===== config.mk =====
export PLATFORM = sky130hd
export DESIGN_NAME = data_demux4
export DESIGN_NICKNAME = d
export VERILOG_FILES = /design/src/rtl/data_demux4_pkg.sv /design/src/rtl/data_demux4_slot.sv /design/src/rtl/data_demux4.sv
export SDC_FILE = /design/constraint.sdc
export NUM_CORES = 1
export LEC_CHECK = 0
export CAP_MARGIN = 20
export CORE_MARGIN = 4
export CORE_UTILIZATION = 40
export DETAILED_ROUTE_END_ITERATION = 8
export PLACE_DENSITY = 0.73
export REMOVE_ABC_BUFFERS = 1
export SLEW_MARGIN = 20
export SYNTH_ARGS = -nofsm -noshare
export SYNTH_HDL_FRONTEND = slang
export SYNTH_HIERARCHICAL = 1
export SYNTH_SLANG_ARGS = --single-unit

===== constraint.sdc =====
create_clock -name i_clk -period 4.55 [get_ports i_clk]
set_clock_uncertainty 0.2 [all_clocks]
set_input_delay 0.455 -clock i_clk [delete_from_list [all_inputs] [get_ports i_clk]]
set_output_delay 0.455 -clock i_clk [all_outputs]
set_load 0.005 [all_outputs]

===== src/rtl/data_demux4_pkg.sv =====
// Shared types and constants for the 1:4 registered demultiplexer.
// Imported by the slot register and the top level.
package data_demux4_pkg;

  localparam int NUM_OUT = 4;
  localparam int WIDTH_DEF = 16;

  typedef logic [1:0] dest_t;

  localparam logic RR_MODE = 1'b1;
  localparam logic DIRECT_MODE = 1'b0;

endpackage


===== src/rtl/data_demux4_slot.sv =====
// One-entry output slot: a load wins over a drain, so a word
// can be taken and replaced in the same cycle.
module data_demux4_slot
  import data_demux4_pkg::*;
#(
  parameter int WIDTH = WIDTH_DEF
) (
  input  logic             clk,
  input  logic             rst_n,
  input  logic             load,
  input  logic [WIDTH-1:0] din,
  input  logic             ready,
  output logic [WIDTH-1:0] data,
  output logic             valid
);

  always_ff @(posedge clk) begin
    if (!rst_n) begin
      valid <= 1'b0;
      data  <= '0;
    end else if (load) begin
      valid <= 1'b1;
      data  <= din;
    end else if (valid && ready) begin
      valid <= 1'b0;
    end
  end

endmodule


===== src/rtl/data_demux4.sv =====
// 1:4 registered demultiplexer with direct or round-robin
// steering into four one-entry handshaked slots.
module data_demux4
  import data_demux4_pkg::*;
#(
  parameter int WIDTH = WIDTH_DEF
) (
  input  logic             i_clk,
  input  logic             i_rst_n,
  input  logic [WIDTH-1:0] i_data,
  input  logic [1:0]       i_ctrl,
  input  logic             i_rr_mode,
  input  logic             i_valid,
  output logic             o_ready,
  output logic [WIDTH-1:0] o_data_0,
  output logic [WIDTH-1:0] o_data_1,
  output logic [WIDTH-1:0] o_data_2,
  output logic [WIDTH-1:0] o_data_3,
  output logic             o_valid_0,
  output logic             o_valid_1,
  output logic             o_valid_2,
  output logic             o_valid_3,
  input  logic             i_ready_0,
  input  logic             i_ready_1,
  input  logic             i_ready_2,
  input  logic             i_ready_3,
  output logic [1:0]       o_rr_ptr
);

  dest_t              rr_ptr;
  dest_t              dest;
  logic               accept;
  logic [NUM_OUT-1:0] load;
  logic [NUM_OUT-1:0] valid;
  logic [NUM_OUT-1:0] ready;
  logic [WIDTH-1:0]   data [NUM_OUT];

  assign ready = {i_ready_3, i_ready_2, i_ready_1, i_ready_0};

  assign dest = (i_rr_mode == RR_MODE) ? rr_ptr : i_ctrl;

  // Pass-through: a full slot that drains this cycle can still load.
  assign o_ready = !valid[dest] || ready[dest];
  assign accept  = i_valid && o_ready;

  always_comb begin
    load = '0;
    if (accept) begin
      load[dest] = 1'b1;
    end
  end

  for (genvar k = 0; k < NUM_OUT; k++) begin : g_slot
    data_demux4_slot #(
      .WIDTH(WIDTH)
    ) u_slot (
      .clk  (i_clk),
      .rst_n(i_rst_n),
      .load (load[k]),
      .din  (i_data),
      .ready(ready[k]),
      .data (data[k]),
      .valid(valid[k])
    );
  end

  // Pointer only moves on an accepted round-robin word; never skips.
  always_ff @(posedge i_clk) begin
    if (!i_rst_n) begin
      rr_ptr <= '0;
    end else if (accept && i_rr_mode == RR_MODE) begin
      rr_ptr <= rr_ptr + 2'd1;
    end
  end

  assign o_rr_ptr  = rr_ptr;
  assign o_data_0  = data[0];
  assign o_data_1  = data[1];
  assign o_data_2  = data[2];
  assign o_data_3  = data[3];
  assign o_valid_0 = valid[0];
  assign o_valid_1 = valid[1];
  assign o_valid_2 = valid[2];
  assign o_valid_3 = valid[3];

endmodule


==> results.sh <==
export IMPL_status="finished clean"
export IMPL_initial_core_util_pct=41.4
export IMPL_crit_type="input port to output port"
export IMPL_cp_startpoint="i_rr_mode"
export IMPL_arrival_ns=2.34
export IMPL_fin_crit_ns=2.99
export IMPL_ys_seq_area_share_pct=49.9
export IMPL_ys_types=17
export IMPL_ys_warn_count=6
export IMPL_synth_top_area_share_pct=49.9
export IMPL_grt_pass1_wl_mm=10.5
export IMPL_dieArea_sq_um=8430
export IMPL_fmax_ghz=0.334
export IMPL_fillCellCount=618
export IMPL_clkPwrFrac_pct=33.4
export IMPL_antenna_found_initial=0
export IMPL_cts_resized_gates=0
export IMPL_antenna_cells=0
export IMPL_grt_usage_pct=16.0
export IMPL_syn_area_sq_um=2810
export IMPL_synth_most_common_cell="nor2b_1"
export IMPL_r2r_start="o_rr_ptr[1]"
export IMPL_ant_nets=0
export IMPL_clockBufferDepth=2
export IMPL_num_vias=1977
export IMPL_drc=0
export IMPL_finalHoldViolCount=0
export IMPL_worstMarginPinSlew_ns=0.962
export IMPL_worstPathRequired_ns=3.89
export IMPL_overflow=0
export IMPL_synthTopCellsByArea="dfxtp_1 50%, mux2i_1 24%, nor2b_1 16%"
export IMPL_power_w=0.00125
export IMPL_fin_nets=366
export IMPL_gp_congestion=0.808
export IMPL_crit_fanout=5
export IMPL_min_from="g_slot[3].u_slot/data[12]"
export IMPL_yosysTopAreaCell="dfxtp_1"
export IMPL_area_growth_pct=40.2
export IMPL_cts_tree="yes"
export IMPL_rsz0062_at_grt="no"
export IMPL_root_buffer="clkbuf_8"
export IMPL_synth_seq_cells=70
export IMPL_via_per_inst=4.50
export IMPL_drt_first_pass_iters=4
export IMPL_clk_latency_ns=0.34
export IMPL_cts_buffers=9
export IMPL_endpoint_kind="output port"
export IMPL_drt_iter0_drc=62
export IMPL_pwr_density_cell_nw_per_um2=316
export IMPL_relSlewSlack_pct=35.9
export IMPL_drt_total_wl_mm=6.56
export IMPL_fin_setup_tns_ns=0
export IMPL_syn_avg_cell_area_sq_um=11.7
export IMPL_ys_async_sr_fraction_pct=0
export IMPL_p_sw_w=0.000296
export IMPL_drive_above_1_share_pct=7.00
export IMPL_post_cts_setup_buffers=0
export IMPL_clk_pin_slew_ns=0.07
export IMPL_ctsHoldBuffers=0
export IMPL_syn_inst=241
export IMPL_grt_pass1_vias=2016
export IMPL_pwr_share_comb_pct=14.2
export IMPL_row_count=30
export IMPL_chipWidth_um=91.8
export IMPL_synth_edf_count=0
export IMPL_post_route_period_util_pct=65.7
export IMPL_pwr_share_seq_pct=52.3
export IMPL_slew_violations=0
export IMPL_internal_power_w=0.000951
export IMPL_die_h_um=91.8
export IMPL_min_path_type="register to register"
export IMPL_setup_viol=0
export IMPL_cts_sink_count=70
export IMPL_grt_max_degree=72
export IMPL_hpwlAfterDp_mm=4.43
export IMPL_drv_cap=0
export IMPL_p_leak_nw=1.34
export IMPL_core_area_sq_um=6790
export IMPL_switching_share_pct=23.8
export IMPL_synth_ff_type="dfxtp_1"
export IMPL_wl_per_cell_um=14.9
export IMPL_cts_htree_levels=3
export IMPL_irDropWorstVdd_v=0.000218
export IMPL_ios=97
export IMPL_portBuffers=96
export IMPL_synth_common_cells="72 x nor2b_1, 70 x dfxtp_1, 68 x mux2i_1"
export IMPL_cp_start_kind="input port"
## logic make-up after synthesis
logic type,share of synthesized area (%)
buffers and inverters,4.99
XOR/XNOR,0.312
flip-flops,49.9
AO/OA/AOI/OAI,1.07
AND/OR/NAND/NOR,18.0
multiplexers,25.8
## metal layers
metal	routed length, um	track usage (%)	up-vias
li1	-	-	996
met1	3000	19.8	909
met2	3040	25.3	62
met3	421	5.99	10
met4	98	5.94	0
met5	0	0	-
## path summary, 6_finish.rpt
check / slack, ns / cells past startpoint / endpoint
setup / recovery: 1.56 / 5 / o_ready
hold reg to reg: 0.31 / 2 / g_slot[3].u_slot/data[12]
hold / removal: 0.31 / 2 / g_slot[3].u_slot/data[12]
setup reg to reg: 2.06 / 7 / g_slot[2].u_slot/data[14]
## power by group through the flow
| stage | Sequential, W | Combinational, W | Clock, W |
|---|---|---|---|
| 5_1_grt | 0.000655 | 0.000193 | 0.000459 |
| 3_3_place_gp | 0.000665 | 0.000178 | 0 |
| 6_report | 0.000652 | 0.000178 | 0.000417 |
| 4_1_cts | 0.000652 | 0.000181 | 0.000436 |
| 3_5_place_dp | 0.000666 | 0.000180 | 0 |
| 2_1_floorplan | 0.000667 | 0.0000737 | 0 |
## final cells by class
| class | instances | area [sq um] | share of cell area [%] |
|---|---|---|---|
| Sequential cell | 70 | 1400 | 35.6 |
| Clock inverter | 2 | 10.0 | 0.254 |
| Tap cell | 96 | 120 | 3.05 |
| Timing Repair Buffer | 100 | 986 | 25.0 |
| Clock buffer | 12 | 145 | 3.68 |
| Multi-Input combinational cell | 159 | 1280 | 32.4 |
## sequential cells by signal (all words and copies together) (netlist names)
name and count:
g_slot.u_slot/data 64, g_slot.u_slot/valid 4, o_rr_ptr 2
## metrics by stage
stage | area, sq um | hold slack, ns | worst slack [ns] | instances | util [%]
floorplan | 2670 | 0.286 | 1.80 | 229 | -
global placement | 3790 | 0.295 | 1.38 | 425 | 55.7
detailed placement | 3790 | 0.303 | 1.27 | 425 | 55.7
CTS | 3940 | 0.322 | 1.57 | 439 | 58.0
global route | 3940 | 0.336 | 1.48 | 439 | 58.0
finish | 3940 | 0.315 | 1.56 | 439 | 58.0
## worst max-delay path, cell delays in order
cell and delay (ns):
clkdlybuf4s50_1 0.60, mux2_4 0.37, mux2i_2 0.23, mux2_4 0.19, clkdlybuf4s50_1 0.49
## cells in the final DEF, fill, tap and decap left out, types with 2 or more instances in the layout
cell / instances
buf_4: 4
nor2_2: 4
clkinv_2: 2
dfxtp_1: 70
mux2i_1: 68
mux2_4: 2
nand3_1: 2
o21a_1: 4
clkbuf_1: 2
clkdlybuf4s50_1: 95
clkbuf_8: 10
nor2b_1: 72
Note: power is estimated with default switching activity, not from simulation.
